--- config.mk ---
export PLATFORM = sky130hd
export DESIGN_NAME = uart_rx_oversample
export DESIGN_NICKNAME = d
export VERILOG_FILES = /design/src/rtl/uart_pkg.sv /design/src/rtl/uart_baud_tick.sv /design/src/rtl/uart_rx_oversample.sv
export SDC_FILE = /design/constraint.sdc
export NUM_CORES = 1
export LEC_CHECK = 0
export CAP_MARGIN = 40
export CORE_MARGIN = 2
export CORE_UTILIZATION = 50
export CTS_CLUSTER_DIAMETER = 80
export DETAILED_ROUTE_END_ITERATION = 8
export GPL_ROUTABILITY_DRIVEN = 1
export HOLD_SLACK_MARGIN = 0.03
export PLACE_DENSITY = 0.74
export SKIP_LAST_GASP = 1
export SLEW_MARGIN = 5
export SYNTH_ARGS = -nofsm -noshare
export SYNTH_HDL_FRONTEND = slang
export SYNTH_HIERARCHICAL = 1
export SYNTH_SLANG_ARGS = --single-unit
--- constraint.sdc ---
create_clock -name clk -period 2.5 [get_ports clk]
set_input_delay 0.5 -clock clk [delete_from_list [all_inputs] [get_ports clk]]
set_output_delay 0.5 -clock clk [all_outputs]
set_load 0.02 [all_outputs]
--- src/rtl/uart_pkg.sv ---
// Shared types and defaults for the oversampling UART blocks.
package uart_pkg;

    typedef enum logic [2:0] {
        IDLE,
        START,
        DATA,
        PARITY,
        STOP,
        BREAK
    } uart_rx_state_t;

    localparam int   UART_OVERSAMPLE_DEF = 16;
    localparam int   UART_DATA_BITS_DEF  = 8;
    localparam logic UART_IDLE_LEVEL     = 1'b1;

endpackage

--- src/rtl/uart_baud_tick.sv ---
// Oversampling tick divider: emits one tick every DIV clocks; clr holds the phase at zero.
module uart_baud_tick #(
    parameter int DIV = 4
) (
    input  logic clk,
    input  logic rst,
    input  logic clr,
    output logic tick
);

    localparam int CW = (DIV > 1) ? $clog2(DIV) : 1;
    localparam logic [CW-1:0] CNT_LAST = CW'(DIV - 1);

    logic [CW-1:0] cnt_q, cnt_d;

    always_comb begin
        cnt_d = cnt_q + 1'b1;
        if (clr || (cnt_q == CNT_LAST)) begin
            cnt_d = '0;
        end
    end

    assign tick = !clr && (cnt_q == CNT_LAST);

    always_ff @(posedge clk or negedge rst) begin
        if (!rst) begin
            cnt_q <= '0;
        end else begin
            cnt_q <= cnt_d;
        end
    end

endmodule

--- src/rtl/uart_rx_oversample.sv ---
// Oversampling UART receiver (8N1) with sticky recv_flag/overrun handshake.
// Define UART_RX_PARITY_EN to expect an even-parity bit after the data bits.
module uart_rx_oversample
    import uart_pkg::*;
#(
    parameter int CLK_FREQ   = 50_000_000,
    parameter int BAUD       = 115200,
    parameter int OVERSAMPLE = UART_OVERSAMPLE_DEF,
    parameter int DATA_BITS  = UART_DATA_BITS_DEF
) (
    input  logic       clk,
    input  logic       rst,
    input  logic       rxd,
    input  logic       clean_recv_flag,
    output logic [7:0] dout,
    output logic       rfin,
    output logic       recv_flag,
    output logic       overrun,
    output logic       frame_err
);

    localparam int DIV_RAW = CLK_FREQ / (BAUD * OVERSAMPLE);
    localparam int DIV     = (DIV_RAW < 1) ? 1 : DIV_RAW;
    localparam int SC_W    = $clog2(OVERSAMPLE);
    localparam int BI_W    = $clog2(DATA_BITS);
    localparam logic [SC_W-1:0] SC_HALF = SC_W'(OVERSAMPLE / 2 - 1);
    localparam logic [SC_W-1:0] SC_LAST = SC_W'(OVERSAMPLE - 1);
    localparam logic [BI_W-1:0] BI_LAST = BI_W'(DATA_BITS - 1);

    uart_rx_state_t        state_q, state_d;
    logic                  sync1_q, sync1_d;
    logic                  rxs_q, rxs_d;
    logic [SC_W-1:0]       sc_q, sc_d;
    logic [BI_W-1:0]       bit_idx_q, bit_idx_d;
    logic [DATA_BITS-1:0]  shreg_q, shreg_d;
    logic [7:0]            dout_q, dout_d;
    logic                  rfin_q, rfin_d;
    logic                  recv_q, recv_d;
    logic                  overrun_q, overrun_d;
    logic                  frame_err_q, frame_err_d;
    logic                  tick;
    logic                  parity_ok;
    logic [7:0]            shreg_ext;

    assign shreg_ext = 8'(shreg_q);

`ifdef UART_RX_PARITY_EN
    logic par_q, par_d;
    assign parity_ok = ~(^{shreg_q, par_q});
`else
    assign parity_ok = 1'b1;
`endif

    // Holding the divider in IDLE aligns every tick to the detected start edge.
    uart_baud_tick #(
        .DIV(DIV)
    ) u_baud_tick (
        .clk (clk),
        .rst (rst),
        .clr (state_q == IDLE),
        .tick(tick)
    );

    always_comb begin
        sync1_d     = rxd;
        rxs_d       = sync1_q;
        state_d     = state_q;
        sc_d        = sc_q;
        bit_idx_d   = bit_idx_q;
        shreg_d     = shreg_q;
        dout_d      = dout_q;
        rfin_d      = 1'b0;
        frame_err_d = 1'b0;
        recv_d      = recv_q;
        overrun_d   = overrun_q;
`ifdef UART_RX_PARITY_EN
        par_d       = par_q;
`endif

        // Clear first so a byte completing in the same cycle still sets the flag.
        if (clean_recv_flag) begin
            recv_d    = 1'b0;
            overrun_d = 1'b0;
        end

        case (state_q)
            IDLE: begin
                if (!rxs_q) begin
                    state_d = START;
                    sc_d    = '0;
                end
            end
            START: begin
                if (tick) begin
                    if (sc_q == SC_HALF) begin
                        if (rxs_q) begin
                            state_d = IDLE;
                        end else begin
                            state_d   = DATA;
                            sc_d      = '0;
                            bit_idx_d = '0;
                        end
                    end else begin
                        sc_d = sc_q + 1'b1;
                    end
                end
            end
            DATA: begin
                if (tick) begin
                    if (sc_q == SC_LAST) begin
                        shreg_d = {rxs_q, shreg_q[DATA_BITS-1:1]};
                        sc_d    = '0;
                        if (bit_idx_q == BI_LAST) begin
`ifdef UART_RX_PARITY_EN
                            state_d = PARITY;
`else
                            state_d = STOP;
`endif
                        end else begin
                            bit_idx_d = bit_idx_q + 1'b1;
                        end
                    end else begin
                        sc_d = sc_q + 1'b1;
                    end
                end
            end
`ifdef UART_RX_PARITY_EN
            PARITY: begin
                if (tick) begin
                    if (sc_q == SC_LAST) begin
                        par_d   = rxs_q;
                        sc_d    = '0;
                        state_d = STOP;
                    end else begin
                        sc_d = sc_q + 1'b1;
                    end
                end
            end
`endif
            STOP: begin
                if (tick) begin
                    if (sc_q == SC_LAST) begin
                        sc_d = '0;
                        if (rxs_q && parity_ok) begin
                            dout_d    = shreg_ext;
                            rfin_d    = 1'b1;
                            overrun_d = overrun_d | (recv_q & ~clean_recv_flag);
                            recv_d    = 1'b1;
                            state_d   = IDLE;
                        end else begin
                            frame_err_d = 1'b1;
                            state_d     = BREAK;
                        end
                    end else begin
                        sc_d = sc_q + 1'b1;
                    end
                end
            end
            BREAK: begin
                if (rxs_q) begin
                    state_d = IDLE;
                end
            end
            default: begin
                state_d = IDLE;
            end
        endcase
    end

    always_ff @(posedge clk or negedge rst) begin
        if (!rst) begin
            state_q     <= IDLE;
            sync1_q     <= UART_IDLE_LEVEL;
            rxs_q       <= UART_IDLE_LEVEL;
            sc_q        <= '0;
            bit_idx_q   <= '0;
            shreg_q     <= '0;
            dout_q      <= '0;
            rfin_q      <= 1'b0;
            recv_q      <= 1'b0;
            overrun_q   <= 1'b0;
            frame_err_q <= 1'b0;
`ifdef UART_RX_PARITY_EN
            par_q       <= 1'b0;
`endif
        end else begin
            state_q     <= state_d;
            sync1_q     <= sync1_d;
            rxs_q       <= rxs_d;
            sc_q        <= sc_d;
            bit_idx_q   <= bit_idx_d;
            shreg_q     <= shreg_d;
            dout_q      <= dout_d;
            rfin_q      <= rfin_d;
            recv_q      <= recv_d;
            overrun_q   <= overrun_d;
            frame_err_q <= frame_err_d;
`ifdef UART_RX_PARITY_EN
            par_q       <= par_d;
`endif
        end
    end

    assign dout      = dout_q;
    assign rfin      = rfin_q;
    assign recv_flag = recv_q;
    assign overrun   = overrun_q;
    assign frame_err = frame_err_q;

endmodule

==> impl_metrics.py, run 1 <==
metrics = {
    "sta": {
        "maxSlewViolCount": 0,
        "fmax_mhz": 439,
        "setup_viol": 0,
        "layout_min_cycle_time_ps": 2280,
        "worst_clock_skew_ps": 5.82,
        "period_share_pct": 91.0,
        "rsz0062_at_grt": "no",
        "setup_ws_ps": 224,
        "hold_viol": 0,
        "worst_slew_pin_slew_ps": 454,
        "setup_tns_ps": 0,
        "max_slew_margin_pct": 69.8,
    },
    "detailed_routing": {
        "drtPass1Iterations": 4,
        "antenna_left": 0,
        "dr_total_vias": 1386,
        "drt_iter0_markers": 60,
        "vias_per_cell": 5.66,
        "routedWlPerCell_um": 14.7,
        "drc": 0,
        "routed_wirelength_um": 3600,
    },
    "cells_and_area": {
        "final_common_cell": "dfrtp_1",
        "finalNetCount": 205,
        "stdcell_count": 245,
        "seq_area_um2": 928,
        "stdcell_area_um2": 2140,
        "multi_input_area_um2": 843,
        "diodes": 0,
        "layout_common_cells": "dfrtp_1, nand2_1, clkdlybuf4s50_1, nor2_1, a21oi_1",
        "area_growth_pct": 15.5,
        "drive_gt1_share_pct": 16.2,
        "n_fill_cell": 291,
    },
    "synth": {
        "async_flop_share_pct": 100,
        "synth.distinct_cells": 51,
        "seq_area_frac_synth_pct": 50.0,
        "syn_inst": 177,
        "ys_ff_latch": 37,
        "syn-num-nets": 186,
        "ys_warn_count": 6,
        "syn_area_um2": 1860,
        "synth_edf_count": 0,
        "avgSynthCellArea_um2": 10.5,
        "synth-main-ff-cell": "dfrtp_1",
    },
    "power_and_ir_drop": {
        "cellPowerDensity_nw_per_um2": 487,
        "peakVddDrop_mv": 0.396,
        "p_leak_nw": 1.03,
    },
    "worst_setup_path": {
        "worst_setup_path_start_kind": "flop",
        "critPathCaptureType": "flop",
        "rrSetupSlack_ps": 220,
        "crit_slowest_cell": "dfrtp_1",
        "r2r_start": "u_baud_tick/cnt_q[0]",
        "startpoint": "u_baud_tick/cnt_q[0]",
        "cpPeakStageDelay_ps": 430,
        "crit_chain": "inv_1 -> ha_1 -> and4b_1 -> nor2b_1 -> and4_1 -> nand3_2 -> nor2_4 -> mux2_1",
        "cp_max_fo": 8,
        "cp.arrival_ps": 2460,
        "crit_type": "flop to flop",
        "required_ps": 2680,
    },
    "place": {
        "post-place-ws_ps": 252,
        "io_buffers": 15,
        "post-dp-hpwl_um": 2520,
        "dpl_cell_area_um2": 2050,
        "routabilityCongestion": 0.841,
        "numPlacedInstances": 237,
    },
    "floorplanning": {
        "rows": 22,
        "num_io_pins": 16,
        "start_util_pct": 51.5,
        "die_width_um": 64.9,
        "core-area_um2": 3610,
        "die-area_um2": 4220,
        "die_h_um": 64.9,
    },
    "global_route": {
        "grt_max_degree": 38,
        "grtUsageTotal_pct": 19.3,
        "grt_pass1_vias": 1366,
        "antenna_found_initial": 0,
        "grt_pass1_wl_um": 6120,
        "grt_overflow_total": 0,
    },
    "cts": {
        "clk_pin_slew_ps": 80,
        "clk_latency_ps": 300,
        "ctsResizeCount": 0,
        "clk_path_buf_depth": 2,
        "cts_buffers": 5,
        "ctsHoldBuffers": 0,
        "h-tree-depth": 2,
        "tritoncts": "yes",
        "numClockSinks": 37,
        "root_buffer": "clkbuf_8",
        "cts_setup_buffers": 0,
    },
    "outcome": {
        "status": "complete, no violations",
    },
    "min_path": {
        "min-delay-start": "rxs_d",
        "hold_path.class": "flop to flop",
    },
    "job": {
        "max-cap-violations": 0,
    },
}
flip-flops by register name, summed over array words and instances (netlist names):
| signal | flops |
|---|---|
| overrun | 1 |
| shreg_ext | 8 |
| rxs_q | 1 |
| dout | 8 |
| recv_flag | 1 |
| sc_q | 4 |
| state_q | 3 |
| frame_err | 1 |
| u_baud_tick/cnt_q | 5 |
| bit_idx_q | 3 |
| rfin | 1 |
| rxs_d | 1 |
stage by stage:
step           power, mW  util [%]  hold slack, ps
2_1_floorplan      0.618         -             204
3_3_place_gp       0.636      56.9             349
3_5_place_dp       0.637      56.9             350
4_1_cts             1.06      59.5             360
5_1_grt             1.09      59.5             366
6_report            1.05      59.5             358
worst paths after layout:
path | to | cells after the start
max in group asynchronous | rxs_q | 2
worst max register to register | shreg_ext[6] | 8
worst min-delay path | rxs_q | 0
min in group asynchronous | rfin | 2
worst max-delay path | shreg_ext[6] | 8
worst min register to register | rxs_q | 0
metal layers:
metal	track usage [%]	vias to the layer above	wire length, um
li1	-	664	-
met1	22.6	682	1580
met2	33.0	32	1820
met3	4.17	8	120
met4	10.4	0	80
met5	0	-	0
final cells by class:
class                           instances  share of cell area (%)
Clock inverter                          3                    1.05
Clock buffer                            5                    3.21
Sequential cell                        37                    43.3
Timing Repair Buffer                   22                    9.45
Inverter                                5                   0.875
Multi-Input combinational cell        125                    39.3
Tap cell                               48                    2.80
worst max-delay path: cells and delay by family, from the launching register on:
kind                     cells  cell delay [ps]
flip-flops                   1              430
adder cells (fa/ha/maj)      1              140
AND/OR/NAND/NOR              5             1140
multiplexers                 1              370
buffers and inverters        1               80
cells by family after synthesis:
logic type	count (synthesis)	share of synthesized area, %
AO/OA/AOI/OAI	31	11.9
XOR/XNOR	2	0.944
adder cells (fa/ha/maj)	5	3.37
buffers and inverters	15	4.58
flip-flops	37	50.0
multiplexers	8	4.85
AND/OR/NAND/NOR	79	24.3
cell usage after synthesis, types with 4 or more instances:
cell / count / area share (%)
a21oi_1: 10 / 2.7
a22o_1: 4 / 1.9
buf_2: 5 / 1.3
dfrtp_1: 35 / 47
ha_1: 5 / 3.4
mux2_1: 8 / 4.9
nand2_1: 31 / 6.3
nand3_1: 4 / 1.1
nor2_1: 10 / 2.0
nor3_1: 6 / 1.6
nor3b_1: 4 / 1.6
o21ai_0: 4 / 1.1
where the power goes:
group | switching, mW | internal [mW]
Combinational | 0.0137 | 0.00665
Clock | 0.224 | 0.197
Sequential | 0.00290 | 0.601
No activity file was read; power rests on OpenSTA's default activity.
==> run 2, diff against run 1 <==
==> constraint.sdc (replaced) <==
create_clock -name clk -period 2.5 [get_ports clk]
set_input_delay 0.625 -clock clk [delete_from_list [all_inputs] [get_ports clk]]
set_output_delay 0.625 -clock clk [all_outputs]
set_load 0.02 [all_outputs]
==> results of run 2 <==
The final DEF is identical to that of run 1. Status: complete, no violations.
==> run 3, diff against run 2 <==
--- a/config.mk
+++ b/config.mk
@@ -10,9 +10,8 @@
 export CORE_UTILIZATION = 50
 export CTS_CLUSTER_DIAMETER = 80
 export DETAILED_ROUTE_END_ITERATION = 8
-export GPL_ROUTABILITY_DRIVEN = 1
 export HOLD_SLACK_MARGIN = 0.03
-export PLACE_DENSITY = 0.74
+export PLACE_DENSITY = 0.77
 export SKIP_LAST_GASP = 1
 export SLEW_MARGIN = 5
 export SYNTH_ARGS = -nofsm -noshare
==> impl_metrics.py, run 3 (synthesis gave the netlist of run 1 again) <==
metrics = {
    "detailed_routing": {
        "drtPass1Iterations": 4,
        "drt_iter0_markers": 65,
        "drc": 0,
        "dr_total_vias": 1351,
        "antenna_left": 0,
        "vias_per_cell": 5.51,
        "routed_wirelength_um": 3390,
        "routedWlPerCell_um": 13.8,
    },
    "power_and_ir_drop": {
        "clkPwrFrac_pct": 40.6,
        "peakVddDrop_mv": 0.264,
        "switching_share_pct": 23.3,
        "switching_power_uw": 245,
        "cellPowerDensity_nw_per_um2": 490,
        "p_total_mw": 1.05,
        "combinationalPowerShare_pct": 1.9,
        "p_seq_share_pct": 57.5,
        "p_int_uw": 805,
        "p_leak_nw": 1.03,
    },
    "worst_setup_path": {
        "cpPeakStageDelay_ps": 420,
        "cp.arrival_ps": 2420,
        "crit_chain": "inv_1 -> ha_1 -> and4b_2 -> nor2b_1 -> buf_4 -> nor3b_1 -> a211oi_1 -> a31o_1 -> a211o_1",
        "critPathCaptureType": "flop",
        "crit_slowest_cell": "dfrtp_1",
        "worst_setup_path_start_kind": "flop",
        "required_ps": 2690,
        "cp_max_fo": 9,
        "crit_type": "flop to flop",
        "rrSetupSlack_ps": 270,
        "r2r_cells": 9,
    },
    "place": {
        "routabilityCongestion": 0.877,
        "post-dp-hpwl_um": 2370,
        "io_buffers": 15,
    },
    "cts": {
        "ctsHoldBuffers": 0,
        "clk_pin_slew_ps": 80,
        "clk_latency_ps": 300,
        "numClockSinks": 37,
        "cts_setup_buffers": 0,
        "ctsResizeCount": 0,
        "clk_path_buf_depth": 2,
        "cts_buffers": 5,
        "root_buffer": "clkbuf_8",
        "h-tree-depth": 2,
        "tritoncts": "yes",
    },
    "floorplanning": {
        "die-area_um2": 4220,
        "rows": 22,
        "core-area_um2": 3610,
        "num_io_pins": 16,
        "die_h_um": 64.9,
        "start_util_pct": 51.5,
        "die_width_um": 64.9,
    },
    "sta": {
        "maxSlewViolCount": 0,
        "hold_viol": 0,
        "fmax_mhz": 448,
        "worst_slew_pin_slew_ps": 458,
        "period_share_pct": 89.3,
        "worst_clock_skew_ps": 7.15,
        "holdWs_ps": 359,
        "rsz0062_at_grt": "no",
        "max_slew_margin_pct": 69.2,
        "setup_tns_ps": 0,
        "layout_min_cycle_time_ps": 2230,
        "setup_viol": 0,
    },
    "cells_and_area": {
        "diodes": 0,
        "final_common_cell": "dfrtp_1",
        "layout_common_cells": "dfrtp_1, nand2_1, clkdlybuf4s50_1, nor2_1, a21oi_1",
        "area_growth_pct": 15.5,
        "final_core_utilization_pct": 59.5,
        "finalNetCount": 205,
        "drive_gt1_share_pct": 16.8,
    },
    "global_route": {
        "antenna_found_initial": 0,
        "grt_pass1_wl_um": 6210,
        "grt_pass1_vias": 1347,
        "grt_max_degree": 38,
        "grt_overflow_total": 0,
        "grtUsageTotal_pct": 19.2,
    },
    "outcome": {
        "status": "complete, no violations",
    },
    "min_path": {
        "hold_depth": 0,
        "hold_path.class": "flop to flop",
    },
    "job": {
        "max-cap-violations": 0,
    },
}
run 3: changes by cell type in the layout (fill, tap and decap cells not counted):
cell        before  now
clkinv_4         2    0
clkinvlp_4       0    1
and4b_2          0    1
and4b_1          1    0
inv_6            0    1
run 3: through the flow:
stage,setup WS (ps),instance area [um^2],instances
final,266,2140,245
after global routing,2.32,2140,245
after CTS,203,2140,245
after detailed placement,213,2050,237
after global placement,310,2050,237
after floorplan,248,1860,177
run 3: layer usage:
layer | global-route usage [%] | vias to the layer above | routed length [um]
met5 | 0 | - | 0
met4 | 7.18 | 0 | 63
met3 | 5.38 | 7 | 129
met2 | 30.2 | 26 | 1590
met1 | 25.2 | 652 | 1610
li1 | - | 666 | -
run 3: worst max-delay path, delay by kind of cell (launching register included):
| kind | cells | cell delay [ps] |
|---|---|---|
| flip-flops | 1 | 420 |
| buffers and inverters | 2 | 250 |
| AND/OR/NAND/NOR | 3 | 700 |
| AO/OA/AOI/OAI | 3 | 610 |
| adder cells (fa/ha/maj) | 1 | 160 |
run 3: power by group through the flow:
stage | combinational, mW | sequential [mW] | clock (mW)
2_1_floorplan | 0.00531 | 0.613 | 0
3_3_place_gp | 0.0204 | 0.615 | 0
3_5_place_dp | 0.0211 | 0.616 | 0
4_1_cts | 0.0213 | 0.604 | 0.439
5_1_grt | 0.0231 | 0.604 | 0.465
6_report | 0.0203 | 0.604 | 0.426
run 3: final cells by class:
cell class / count / area (um^2)
Tap cell: 48 / 60.1
Clock inverter: 3 / 21.3
Multi-Input combinational cell: 125 / 845
Sequential cell: 37 / 928
Clock buffer: 5 / 68.8
Fill cell: 301 / 1460
Inverter: 5 / 18.8
Timing Repair Buffer: 22 / 203
run 3: final timing paths:
check	to	startpoint
max reg2reg	sc_q[2]	u_baud_tick/cnt_q[0]
min in group asynchronous	rfin	rst
max	sc_q[2]	u_baud_tick/cnt_q[0]
min	rxs_q	rxs_d
max in group asynchronous	rxs_q	rst
min reg2reg	rxs_q	rxs_d
